$ cat config.mk
export PLATFORM = sky130hd
export DESIGN_NAME = led_code_sequencer
export DESIGN_NICKNAME = d
export VERILOG_FILES = /design/src/rtl/led_seq_pkg.sv /design/src/rtl/led_code_sequencer_tick_gen.sv /design/src/rtl/led_code_sequencer.sv
export SDC_FILE = /design/constraint.sdc
export NUM_CORES = 1
export LEC_CHECK = 0
export BUFFER_PORTS_ARGS = -buffer_cell sky130_fd_sc_hd__buf_2
export CAP_MARGIN = 25
export CORE_MARGIN = 3
export CORE_UTILIZATION = 43
export CTS_CLUSTER_SIZE = 10
export DETAILED_ROUTE_END_ITERATION = 12
export GPL_TIMING_DRIVEN = 0
export PLACE_DENSITY_LB_ADDON = 0.1
export SLEW_MARGIN = 20
export SYNTH_ARGS = -nofsm -noshare
export SYNTH_HDL_FRONTEND = slang
export SYNTH_HIERARCHICAL = 1
export SYNTH_SLANG_ARGS = --single-unit
$ cat constraint.sdc
create_clock -name clk -period 4.6 [get_ports clk]
set_input_delay 0.23 -clock clk [delete_from_list [all_inputs] [get_ports clk]]
set_output_delay 0.23 -clock clk [all_outputs]
set_load 0.05 [all_outputs]
$ cat src/rtl/led_seq_pkg.sv
// Shared types and helpers for the DIP-code-gated LED sequencer.
// Holds the sequencer state encoding and a constant-width helper.
package led_seq_pkg;

  typedef enum logic [2:0] {
    IDLE       = 3'd0,
    SWEEP_UP   = 3'd1,
    SWEEP_DOWN = 3'd2,
    PASS       = 3'd3,
    ALARM      = 3'd4,
    HOLD       = 3'd5
  } state_t;

  // Bits needed to hold 0..value-1; never less than one bit.
  function automatic int clog2(input int value);
    int bits;
    bits = 1;
    for (int i = 1; i < 32; i++) begin
      if ((1 << i) < value) bits = i + 1;
    end
    return bits;
  endfunction

endpackage

$ cat src/rtl/led_code_sequencer_tick_gen.sv
// Free-running divider producing a one-cycle tick enable every TICK_DIV clocks.
// The tick is an enable in the clk domain, never used as a clock.
module tick_gen
  import led_seq_pkg::*;
#(
  parameter int TICK_DIV = 13500000
) (
  input  logic clk,
  input  logic rst,
  output logic tick
);

  localparam int CW = clog2(TICK_DIV);
  localparam logic [CW-1:0] LAST = CW'(TICK_DIV - 1);

  logic [CW-1:0] count;

  // NOTE: sequential state is always written with non-blocking assignments so
  // every register samples the pre-edge values of the others.
  always_ff @(posedge clk or posedge rst) begin
    if (rst)                count <= '0;
    else if (count == LAST) count <= '0;
    else                    count <= count + CW'(1);
  end

  assign tick = (count == LAST);

endmodule

$ cat src/rtl/led_code_sequencer.sv
// DIP-code-gated LED sequencer: a matching code runs a bounce sweep and then
// routes push-buttons to the LEDs; any other DIP change raises a blink alarm.
module led_code_sequencer
  import led_seq_pkg::*;
#(
  parameter int               WIDTH    = 4,
  parameter logic [WIDTH-1:0] CODE     = WIDTH'(4'b1001),
  parameter int               TICK_DIV = 13500000,
  parameter int               BLINKS   = 3
) (
  input  logic             clk,
  input  logic             rst,
  input  logic [WIDTH-1:0] dip,
  input  logic [WIDTH-1:0] pb,
  output logic [WIDTH-1:0] led,
  output logic             unlocked,
  output logic             alarm
);

  localparam int PW = clog2(2 * BLINKS);
  localparam logic [PW-1:0]    PHASE_LAST = PW'(2 * BLINKS - 1);
  localparam logic [WIDTH-1:0] LED_FIRST  = WIDTH'(1);

  logic             tick;
  state_t           state, state_d;
  logic [WIDTH-1:0] led_d;
  logic [WIDTH-1:0] dip_q;
  logic [PW-1:0]    phase, phase_d;
  logic             waiting;

  tick_gen #(.TICK_DIV(TICK_DIV)) u_tick_gen (
    .clk  (clk),
    .rst  (rst),
    .tick (tick)
  );

  // States where a new DIP value is judged against the code.
  assign waiting = (state == IDLE) || (state == ALARM) || (state == HOLD);

  // NOTE: every signal driven here gets a default first, so no path through
  // the block can leave one unassigned and infer a latch.
  always_comb begin
    state_d = state;
    led_d   = led;
    phase_d = phase;
    if (tick) begin
      if (dip == CODE && waiting) begin
        state_d = SWEEP_UP;
        led_d   = LED_FIRST;
      end else if (dip != CODE && (!waiting || dip != dip_q)) begin
        state_d = ALARM;
        phase_d = '0;
        led_d   = '1;
      end else begin
        unique case (state)
          IDLE, HOLD: led_d = '0;
          SWEEP_UP: begin
            if (led[WIDTH-1]) begin
              state_d = SWEEP_DOWN;
              led_d   = led >> 1;
            end else begin
              led_d = led << 1;
            end
          end
          SWEEP_DOWN: begin
            if (led == '0) begin
              state_d = PASS;
              led_d   = pb;
            end else begin
              led_d = led >> 1;
            end
          end
          PASS: led_d = pb;
          ALARM: begin
            if (phase == PHASE_LAST) begin
              state_d = HOLD;
              led_d   = '0;
            end else begin
              phase_d = phase + PW'(1);
              led_d   = phase_d[0] ? '0 : '1;
            end
          end
          default: begin
            state_d = IDLE;
            led_d   = '0;
          end
        endcase
      end
    end
  end

  // Flags are registered from next-state so they move with state.
  always_ff @(posedge clk or posedge rst) begin
    if (rst) begin
      state    <= IDLE;
      led      <= '0;
      phase    <= '0;
      dip_q    <= '0;
      unlocked <= 1'b0;
      alarm    <= 1'b0;
    end else begin
      state    <= state_d;
      led      <= led_d;
      phase    <= phase_d;
      unlocked <= (state_d == PASS);
      alarm    <= (state_d == ALARM);
      if (tick) dip_q <= dip;
    end
  end

endmodule

== Yosys cells after proc, flatten, opt, wreduce, memory -nomap -nowiden ==
Cells that the tools add are included.
Operators by class
  reduce and logical (&&, ||, !) cells: 11
  muxes and demuxes: 18
  eq/ne operators: 13
  add/subtract/negate cells: 2
  bitwise operators: 1
Operators by type and width (count)
  32-bit 2-to-1 mux: 4
  32-bit by 1-bit adder with 32-bit output, second input constant: 2
  32-bit by 24-bit == test with 1-bit output, second input constant: 1
  32-bit by 3-bit == test with 1-bit output, second input constant: 1
  4-bit 2-to-1 mux: 6
  3-bit 2-to-1 mux: 6
  4-bit one-hot mux with 4 select lines: 1
  3-bit one-hot mux with 4 select lines: 1
  3-bit by 2-bit == test with 1-bit output, second input constant: 3
  3-bit == test, second input constant: 3
  4-bit == test, second input constant: 1
  4-bit logical NOT: 1
  4-bit != test: 1
  4-bit != test, second input constant: 1
  4-bit AND reduction: 1
  3-bit by 1-bit == test with 1-bit output, second input constant: 1
  3-bit logical NOT: 1
  1-bit logical OR: 3
  3-bit OR reduction: 1
  1-bit logical AND: 2
  2-bit != test, second input constant: 1
  2-bit nonzero test: 1
  1-bit logical NOT: 1
  1-bit inverter: 1
Storage, ports and cells
  bits of input ports: 10
  flip-flop bits (word level): 77

== Longest topological paths before layout ==
Gate-level depths: netlist (run 1).
  depth after elaboration: 10
  gate-level depth with buffers: 12
  depth with buffers taken out: 11

== Modules after synthesis ==
The synthesis (run 1) kept the hierarchy.
By module, submodules not included
  led_code_sequencer: times used 1, cells an instance 288, area each 2596.2 um^2, sequential area each 1126.1 um^2
  tick_gen: times used 1, cells an instance 153, area each 1621.6 um^2, sequential area each 800.8 um^2

== Worst setup path after synthesis (run 1) ==
OpenSTA, ideal clock, no wires.
  kind: register to register
  start point: reg u_tick_gen.count[0]
  end point: reg phase[26]
  arrival: 2.703 ns
  path buffers: 1
  period minus slack after synthesis: 2.781 ns
  library setup time: 0.078 ns
  cell stages (with the launch flop): 12
  path slack: 1.819 ns
  cell sequence: dfrtp_1 ha_1 and4_1 nand2_1 or4_4 nor2_8 buf_8 nand3_2 a2111oi_4 nand2_2 or3_1 a21oi_1
Between the ends
  cells in the longest elaborated chain, start to end: 2
RTL lines
  from (decl): line led_code_sequencer_tick_gen.sv:16  | logic [CW-1:0] count;
  from (signal assigned): line led_code_sequencer_tick_gen.sv:23  | else count <= count + CW'(1);
  32-bit by 24-bit == test with 1-bit output: line led_code_sequencer_tick_gen.sv:26  | assign tick = (count == LAST);
  named net tick: line led_code_sequencer.sv:24  | logic tick;
  4-bit AND reduction (no line)
  to (signal assigned): line led_code_sequencer.sv:104  | phase <= phase_d;
  to (decl): line led_code_sequencer.sv:28  | logic [PW-1:0] phase, phase_d;
The timed path passes the listed nets, and every way through them passes these cells.
A chain may end at the register's enable or synchronous reset.

== Final worst setup path (run 1) ==
  start point: reg u_tick_gen.count[0]
  end point: reg led[3]
Between the ends
  cells in the longest elaborated chain, start to end: 1
RTL lines
  32-bit by 24-bit == test with 1-bit output: line led_code_sequencer_tick_gen.sv:26
  named net tick: line led_code_sequencer.sv:24
  to (signal assigned): line led_code_sequencer.sv:103  | led <= led_d;
  to (decl): line led_code_sequencer.sv:15  | output logic [WIDTH-1:0] led,
The timed path passes the listed nets, and every way through them passes these cells.

==> impl_metrics.csv, run 1 <==
group,metric,value,unit
synthesis,ys_ff_latch,77,
layout,final_layout_size_suffix_gt1_frac,0.133,
die,die_x,105,µm
cts,cts_inserted_buffers,9,
cts,clk_latency,0.37,ns
cts,cts_tree,"built",
synthesis,ys_types,55,
sta,finalMaxSlewViolations,0,
critical_path,criticalPathCategory,"reg2reg",
die,initial_core_util,0.450,
place,gp_congestion,0.791,
layout,area_growth,11.1,%
flow_run,maxCapViolCount,0,
critical_path,path_buf_inv,3,
synthesis,syn_avg_cell_area,9.56,µm²
global_routing,grt_overflow_total,0,
critical_path,critPathMaxStageDelay,0.76,ns
sta,finalSetupViolCount,0,
synthesis,yosys.area.top_type,"dfrtp_1",
global_routing,grt_max_degree,33,
cts,post_cts_buffers,0,
critical_path,arrival,3.84,ns
synthesis,ys_seq_area_frac,0.457,
synthesis,synth.top_cell.area_share,0.457,
die,dieHeight,105,µm
place,dp_cells,586,
synthesis,syn-cell-area,4220,µm²
die,row_count,35,
detailed_routing,drt_wl_total,9010,µm
synthesis,synthesis.nets,454,
cts,cts.sinks,77,
layout,stdcell_count,603,
sta,fin_crit_sh,0.778,
detailed_routing,drc,0,
sta,slew_headroom,0.374,
detailed_routing,final_antenna_net_count,0,
layout,antennaDiodeCount,0,
detailed_routing,vias,3332,
place,dpl.hpwl,6380,µm
detailed_routing,wl_per_cell,14.9,µm
synthesis,synthCells,441,
sta,tns,0,ns
synthesis,synth-edff-count,0,
detailed_routing,drt_pass1_iterations,4,
die,die_area,11000,µm²
critical_path,crit_chain,"ha_1 -> and4_1 -> nand2_1 -> or4_4 -> nor2_8 -> buf_8 -> inv_1 -> a211oi_2 -> clkbuf_1 -> a21oi_1 -> o21ai_0",
sta,fin_crit,3.58,ns
detailed_routing,drt_iter0_markers,196,
critical_path,worst_setup_path_end_kind,"flop",
global_routing,grt_pass1_vias,3157,
layout,final_area,4680,µm²
sta,worst_clock_skew,0.0177,ns
die,ios,16,
power,pwr_density_cell,264,nW/µm²
run_status,status,"finished clean",
cts,htree_levels,3,
critical_path,path_delay_family,"simple AND/OR/NAND/NOR gates",
cts,ctsLongestPathBuffers,2,
sta,max_freq,0.279,GHz
power,leakage,1.99,nW
global_routing,grt_pass1_wl,15800,µm
synthesis,synthFlopType,"dfrtp_1",
sta,rsz0062_at_grt,"false",
sta,worst_pin_slew,0.938,ns
power,peakVddDrop,0.000147,V
critical_path,startpoint_type,"flop",
synthesis,synth-async-reset-ratio,1.00,
place,dpl_cell_area,4470,µm²
synthesis,ys_warn_count,6,
critical_path,slowest_stage,"a211oi_2",
global_routing,antenna_found_initial,0,
sta,hold_violations,0,
synthesis,synth.area.top_cells,"dfrtp_1 46%, xor2_1 6.4%, nor2_1 4.6%",
detailed_routing,vias_per_cell,5.53,
global_routing,grt_usage,0.176,
die,core-area,9370,µm²
critical_path,cp_max_fo,14,
cts,clockRootBuffer,"clkbuf_8",
layout,fin_nets,482,
hold_path,hold_class,"in2reg",
critical_path,worst_ep_required_time,4.86,ns
place,io_buffers,15,
cts,path_clk_slew,0.07,ns
[stage by stage]
step	setup slack, ns	power (mW)	hold slack [ns]	utilization
floorplan	1.82	0.716	0.346	-
global placement	1.06	0.728	0.468	0.475
detailed placement	1.06	0.731	0.232	0.477
CTS	1.03	1.26	0.142	0.500
global route	0.755	1.29	0.159	0.500
finish	1.02	1.24	0.161	0.500
[path summary, 6_finish.rpt]
path,slack [ns],end,cells after the start,start
max reg2reg,1.02,led[3],11,u_tick_gen/count[0]
min reg2reg,0.48,u_tick_gen/count[31],1,u_tick_gen/count[31]
min,0.16,led[2],3,pb[2]
max in group asynchronous,3.64,u_tick_gen/count[4],3,rst
max,1.02,led[3],11,u_tick_gen/count[0]
min in group asynchronous,0.38,phase[20],3,rst
[flip-flops by register name, summed over array words and instances (netlist names)]
| name | count |
|---|---|
| unlocked | 1 |
| led | 4 |
| alarm | 1 |
| dip_q | 4 |
| state | 3 |
| u_tick_gen/count | 32 |
| phase | 32 |
[layout make-up]
| type | instances | area (µm²) |
|---|---|---|
| multi-input cells | 339 | 2180 |
| clock inverters | 6 | 62.6 |
| plain buffers | 11 | 56.3 |
| clock buffers | 10 | 138 |
| well taps | 129 | 161 |
| flip-flops and latches | 77 | 1930 |
| fillers | 939 | 4690 |
| inverters | 14 | 52.6 |
| repair buffers | 17 | 105 |
[cells in the final DEF (no fill, tap or decap), drive strengths merged, types with 2 or more instances in the layout]
master and count:
dfrtp 77, nor2 54, nand2 42, xor2 31, nand3 27, nand4 24, xnor2 22, buf 20
nor4 20, a21oi 19, o21ai 18, clkbuf 17, nor3 14, inv 14, or3 10, and3 9
and2 5, mux2 5, and4 4, nor2b 4, ha 3, clkinvlp 3, a211oi 3, a31oi 2
a2111oi 2, clkinv 2, or4 2
[logic make-up after synthesis]
| group | after synthesis | synth area share |
|---|---|---|
| AND/OR/NAND/NOR | 224 | 0.299 |
| XOR/XNOR | 53 | 0.110 |
| flip-flops | 77 | 0.457 |
| AO/OA/AOI/OAI | 54 | 0.0857 |
| buffers and inverters | 25 | 0.0258 |
| multiplexers | 5 | 0.0133 |
| adder cells (fa/ha/maj) | 3 | 0.00890 |
[synthesized netlist by cell type, types with 2 or more instances]
master and number:
a2111oi_4 2, a211oi_1 2, a21oi_1 19, a31oi_1 2, and2_1 5, and3_1 9, and4_1 4, buf_2 3
clkbuf_1 7, dfrtp_1 77, ha_1 3, inv_1 14, mux2_2 5, nand2_1 40, nand2_2 2, nand3_1 25
nand3_2 2, nand4_1 23, nor2_1 52, nor2b_1 4, nor3_1 13, nor4_1 15, nor4_2 2, nor4_4 3
o21ai_0 18, or3_1 10, xnor2_1 22, xor2_1 31
[power breakdown]
part	internal [mW]	leakage, nW	switching, mW	total [mW]
clock	0.263	0.0943	0.258	0.522
sequential	0.678	1.04	0.00173	0.680
combinational	0.0102	0.861	0.0271	0.0373
total	0.951	1.99	0.287	1.24
[worst reg2reg max path: stages (launching register included)]
cell      delay, ns
dfrtp_1        0.42
ha_1           0.27
and4_1         0.29
nand2_1        0.06
or4_4          0.46
nor2_8         0.18
buf_8          0.18
inv_1          0.14
a211oi_2       0.76
clkbuf_1       0.53
a21oi_1        0.08
o21ai_0        0.12
[layer usage]
| metal | wire length [µm] | global-route usage | part of all wire |
|---|---|---|---|
| met5 | 0 | 0 | 0 |
| met4 | 113 | 0.0553 | 0.013 |
| met3 | 291 | 0.0500 | 0.032 |
| met2 | 3950 | 0.254 | 0.44 |
| met1 | 4650 | 0.255 | 0.52 |
[repair_timing]
action	CTS	global route
hold buffers	1	0
hold endpoints to repair	34	0
resized for setup	0	0
setup endpoints to repair	0	0
(Power assumes the default switching activity.)
==> run 2, diff against run 1 <==
==> constraint.sdc (replaced) <==
create_clock -name clk -period 3.7 [get_ports clk]
set_input_delay 0.185 -clock clk [delete_from_list [all_inputs] [get_ports clk]]
set_output_delay 0.185 -clock clk [all_outputs]
set_load 0.05 [all_outputs]
==> impl_metrics.csv, run 2 (synthesized netlist as in run 1, its figures left out) <==
group,metric,value,unit
run_status,status,"finished clean",
critical_path,rr_endpoint,"led[3]",
sta,fin_crit_sh,0.907,
critical_path,endpoint,"led[3]",
power,peakVddDrop,0.000183,V
critical_path,crit_chain,"ha_1 -> and4_1 -> nand2_1 -> or4_4 -> nor2_8 -> buf_8 -> inv_1 -> a211oi_4 -> clkbuf_1 -> a21oi_1 -> o21ai_0",
sta,finalMaxSlewViolations,0,
sta,rsz0062_at_grt,"false",
detailed_routing,wl_per_cell,15.0,µm
die,core-area,9370,µm²
critical_path,worst_setup_path_end_kind,"flop",
cts,htree_levels,3,
sta,worst_clock_skew,0.0167,ns
layout,fillers,938,
detailed_routing,drt_iter0_markers,200,
critical_path,cp_max_fo,14,
cts,cts.sinks,77,
critical_path,startpoint_type,"flop",
layout,final_layout_size_suffix_gt1_frac,0.133,
critical_path,path_delay_family,"simple AND/OR/NAND/NOR gates",
critical_path,rrSetupSlack,0.35,ns
layout,reg.largest.list,"phase x32, u_tick_gen/count x32",
critical_path,rr_startpoint,"u_tick_gen/count[0]",
detailed_routing,vias_per_cell,5.46,
layout,area_growth,11.2,%
die,die_x,105,µm
cts,cts_inserted_buffers,9,
critical_path,path_buf_inv,3,
sta,finalSetupViolCount,0,
global_routing,grt_pass1_vias,3157,
sta,worst_pin_slew,0.771,ns
layout,antennaDiodeCount,0,
die,initial_core_util,0.450,
place,dpl_cell_area,4470,µm²
place,dpl.hpwl,6380,µm
die,dieHeight,105,µm
cts,path_clk_slew,0.07,ns
layout,final_cell_mix,"77 x dfrtp_1, 52 x nor2_1, 40 x nand2_1",
sta,hold_violations,0,
die,die_area,11000,µm²
hold_path,hold_class,"in2reg",
place,io_buffers,15,
die,row_count,35,
detailed_routing,drt_wl_total,9030,µm
cts,clockRootBuffer,"clkbuf_8",
critical_path,slowest_stage,"a211oi_4",
critical_path,criticalPathCategory,"reg2reg",
detailed_routing,vias,3294,
flow_run,maxCapViolCount,0,
detailed_routing,drt_pass1_iterations,4,
sta,fin_crit,3.35,ns
critical_path,cp_num_cells,11,
critical_path,cp-startpoint,"u_tick_gen/count[0]",
global_routing,grt_max_degree,33,
critical_path,arrival,3.62,ns
layout,final_area,4690,µm²
global_routing,grt_pass1_wl,15800,µm
power,leakage,1.99,nW
cts,clk_latency,0.37,ns
global_routing,grt_usage,0.176,
power,pwr_density_cell,328,nW/µm²
sta,slew_headroom,0.482,
global_routing,antenna_found_initial,0,
layout,fin_nets,482,
global_routing,grt_overflow_total,0,
layout,layout_commonest_cell,"dfrtp_1",
critical_path,reg2regPathDepth,11,
detailed_routing,final_antenna_net_count,0,
cts,ctsLongestPathBuffers,2,
sta,tns,0,ns
die,ios,16,
place,gp_congestion,0.791,
detailed_routing,drc,0,
critical_path,worst_ep_required_time,3.96,ns
sta,max_freq,0.298,GHz
critical_path,critPathMaxStageDelay,0.52,ns
cts,cts_tree,"built",
==> run 2: changes by cell type in the layout (fill, tap and decap cells not counted) <==
cell      delta
a211oi_4     +1
a211oi_2     -1
==> run 2: per-stage QoR <==
step           hold WS (ns)  power, mW   util  instances  setup slack (ns)
3_3_place_gp          0.468      0.905  0.475        585             0.160
6_report              0.116       1.54  0.501        603             0.346
4_1_cts              0.0967       1.56  0.500        603             0.131
5_1_grt               0.114       1.61  0.501        603            0.0810
2_1_floorplan         0.301      0.890      -        441             0.919
3_5_place_dp          0.187      0.909  0.477        586             0.162
==> run 2: repair_timing <==
| item | in CTS | in global routing |
|---|---|---|
| resized for setup | 0 | 1 |
| setup endpoints to repair | 0 | 18 |
| buffers inserted | 0 | 0 |
| hold endpoints to repair | 45 | 0 |
| hold buffers | 1 | 0 |
==> run 2: worst register-to-register path: cells and delay by family (launching register included) <==
family	cells	cell delay (ns)
adders and majority gates	1	0.27
AOI/OAI and AO/OA	3	0.73
buffers and inverters	3	0.85
DFF	1	0.42
and+or+nand+nor	4	0.99
==> run 2: final cells by class <==
cell class                      instances  area (µm²)  share of cell area
Buffer                                 11        56.3              0.0120
Timing Repair Buffer                   17         105              0.0224
Multi-Input combinational cell        339        2190               0.467
Inverter                               14        52.6              0.0112
Clock buffer                           10         138              0.0293
Tap cell                              129         161              0.0344
Clock inverter                          6        62.6              0.0133
Sequential cell                        77        1930               0.411
==> run 2: power by group <==
group          internal (mW)  switching (mW)
logic                 0.0127          0.0341
registers              0.843         0.00218
clock network          0.327           0.319
total                   1.18           0.356
==> run 2: worst min-delay path by stage <==
stage                     slack [ns]  cells past startpoint              endpoint                 start
after floorplan                 0.30                      1   u_tick_gen/count[0]                   rst
after global placement          0.47                      1  u_tick_gen/count[31]  u_tick_gen/count[31]
after detailed placement        0.19                      2             phase[19]                   rst
after CTS                        0.1                      3                led[2]                 pb[2]
after global routing            0.11                      2              dip_q[0]                dip[0]
final                           0.12                      3                led[2]                 pb[2]
==> run 2: routing by layer <==
| layer | global-route usage | wire [µm] |
|---|---|---|
| met3 | 0.0500 | 318 |
| met1 | 0.255 | 4640 |
| met5 | 0 | 0 |
| met2 | 0.254 | 3970 |
| met4 | 0.0553 | 112 |
==> run 3, diff against run 2 <==
--- a/config.mk
+++ b/config.mk
@@ -5,8 +5,9 @@
 export SDC_FILE = /design/constraint.sdc
 export NUM_CORES = 1
 export LEC_CHECK = 0
-export BUFFER_PORTS_ARGS = -buffer_cell sky130_fd_sc_hd__buf_2
+export BUFFER_PORTS_ARGS = -buffer_cell sky130_fd_sc_hd__buf_4
 export CAP_MARGIN = 25
+export CORE_ASPECT_RATIO = 0.7
 export CORE_MARGIN = 3
 export CORE_UTILIZATION = 43
 export CTS_CLUSTER_SIZE = 10
==> impl_metrics.csv, run 3 (synthesized netlist as in run 1, its figures left out) <==
group,metric,value,unit
hold_path,worstHoldEndpoint,"dip_q[2]",
power,total_power,1.98,mW
detailed_routing,vias,3325,
cts,cts_tree,"built",
critical_path,cp-startpoint,"u_tick_gen/count[24]",
global_routing,grt_overflow_total,0,
critical_path,worst_setup_path_end_kind,"flop",
global_routing,grt_pass1_wl,16000,µm
place,dpl.hpwl,6880,µm
hold_path,hp-start,"dip[2]",
layout,reg.largest.list,"phase x32, u_tick_gen/count x32",
power,p_sw_frac,0.189,
sta,worst_clock_skew,0.00472,ns
sta,rsz0062_at_grt,"false",
global_routing,grt_max_degree,33,
layout,layout_commonest_cell,"dfrtp_1",
die,dieHeight,88.9,µm
cts,cts.sinks,77,
cts,path_clk_slew,0.06,ns
critical_path,rr_startpoint,"u_tick_gen/count[24]",
power,pwr_density_cell,404,nW/µm²
critical_path,arrival,3.50,ns
die,initial_core_util,0.454,
detailed_routing,drc,0,
layout,area_growth,16.1,%
sta,tns,0,ns
sta,finalMaxSlewViolations,0,
die,ios,16,
critical_path,rrSetupSlack,0.39,ns
power,power_frac_comb,0.026,
critical_path,startpoint_type,"flop",
global_routing,antenna_found_initial,0,
die,core-area,9290,µm²
layout,fin_nets,482,
cts,post_cts_buffers,0,
cts,ctsLongestPathBuffers,2,
cts,cts_inserted_buffers,9,
critical_path,criticalPathCategory,"reg2reg",
power,p_int,1.61,mW
critical_path,worst_ep_required_time,3.89,ns
die,die_area,11100,µm²
layout,final_layout_size_suffix_gt1_frac,0.133,
sta,worst_pin_slew,0.798,ns
detailed_routing,drt_pass1_iterations,4,
power,clkPwrFrac,0.547,
hold_path,hold_class,"in2reg",
power,seqPwrFrac,0.428,
detailed_routing,vias_per_cell,5.56,
cts,htree_levels,3,
power,peakVddDrop,0.000233,V
sta,hold_violations,0,
sta,fin_crit_sh,0.895,
sta,slew_headroom,0.464,
critical_path,reg2regPathDepth,9,
detailed_routing,drt_wl_total,9480,µm
critical_path,rr_endpoint,"phase[11]",
die,die_x,124,µm
power,leakage,2.09,nW
place,io_buffers,15,
sta,fin_crit,3.31,ns
detailed_routing,final_antenna_net_count,0,
sta,finalSetupViolCount,0,
hold_path,whs_path_depth,2,
global_routing,grt_usage,0.181,
layout,final_cell_mix,"77 x dfrtp_1, 52 x nor2_1, 40 x nand2_1",
sta,max_freq,0.302,GHz
global_routing,grt_pass1_vias,3081,
power,switchingPower,0.375,mW
detailed_routing,drt_iter0_markers,175,
detailed_routing,wl_per_cell,15.9,µm
critical_path,cp_max_fo,14,
layout,antennaDiodeCount,0,
flow_run,maxCapViolCount,0,
run_status,status,"finished clean",
die,row_count,29,
layout,fillers,879,
place,gp_congestion,0.846,
cts,clockRootBuffer,"clkbuf_16",
cts,clk_latency,0.33,ns
run 3: cell types whose count changed in the layout (fill, tap and decap cells not counted):
cell / previous run / this run
buf_2: 18 / 3
buf_4: 0 / 15
bufinv_16: 1 / 4
clkbuf_16: 0 / 9
clkbuf_8: 10 / 1
clkinv_2: 2 / 1
clkinv_4: 0 / 1
clkinvlp_4: 3 / 0
run 3: per-stage QoR:
step                      utilization  hold WS [ns]  instances  worst slack [ns]  area [µm²]
after CTS                       0.526         0.109        598             0.162        4890
after floorplan                     -         0.301        441             0.919        4220
after detailed placement        0.485         0.194        581             0.181        4510
after global routing            0.527         0.113        598             0.137        4900
final                           0.527         0.122        598             0.387        4900
after global placement          0.483         0.456        580             0.217        4490
run 3: layer usage:
layer | part of all wire | global-route usage
met2 | 0.39 | 0.241
met4 | 0.011 | 0.0577
met5 | 0 | 0
met3 | 0.043 | 0.0458
met1 | 0.55 | 0.283
run 3: worst max-delay path by stage:
stage	slack, ns	end	depth (start not counted)
after floorplan	0.92	phase[26]	11
after global placement	0.22	phase[11]	9
after detailed placement	0.18	phase[11]	9
after CTS	0.16	phase[11]	9
after global routing	0.14	phase[11]	9
final	0.39	phase[11]	9
run 3: layout make-up:
cell class                 instances  area [µm²]  area share
buffer                            11        56.3      0.0115
multi-input combinational        339        2190       0.447
sequential                        77        1930       0.394
clock inverter                     6         134      0.0273
clock buffer                      10         239      0.0488
inverter                          14        52.6      0.0107
tap                              124         155      0.0317
timing repair buffer              17         143      0.0291
run 3: repair_timing:
item                       in CTS  in global routing
hold buffers                    1                  0
setup endpoints to repair       0                 10
gates resized for setup         0                  1
hold endpoints to repair       31                  0
run 3: worst max-delay path, stage by stage, from the launching register on:
cell	delay, ns
dfrtp_1	0.42
nor4_1	0.41
nand4_1	0.15
or4_4	0.55
nor2_8	0.19
buf_8	0.18
inv_1	0.14
a211oi_4	0.48
clkbuf_1	0.51
nor3_1	0.13
run 3: power groups by stage:
stage	clock network (mW)	registers [mW]	logic [mW]
after floorplan	0	0.865	0.0246
after global placement	0	0.862	0.0482
after detailed placement	0	0.862	0.0516
after CTS	1.11	0.846	0.0527
after global routing	1.15	0.846	0.0573
final	1.08	0.847	0.0510
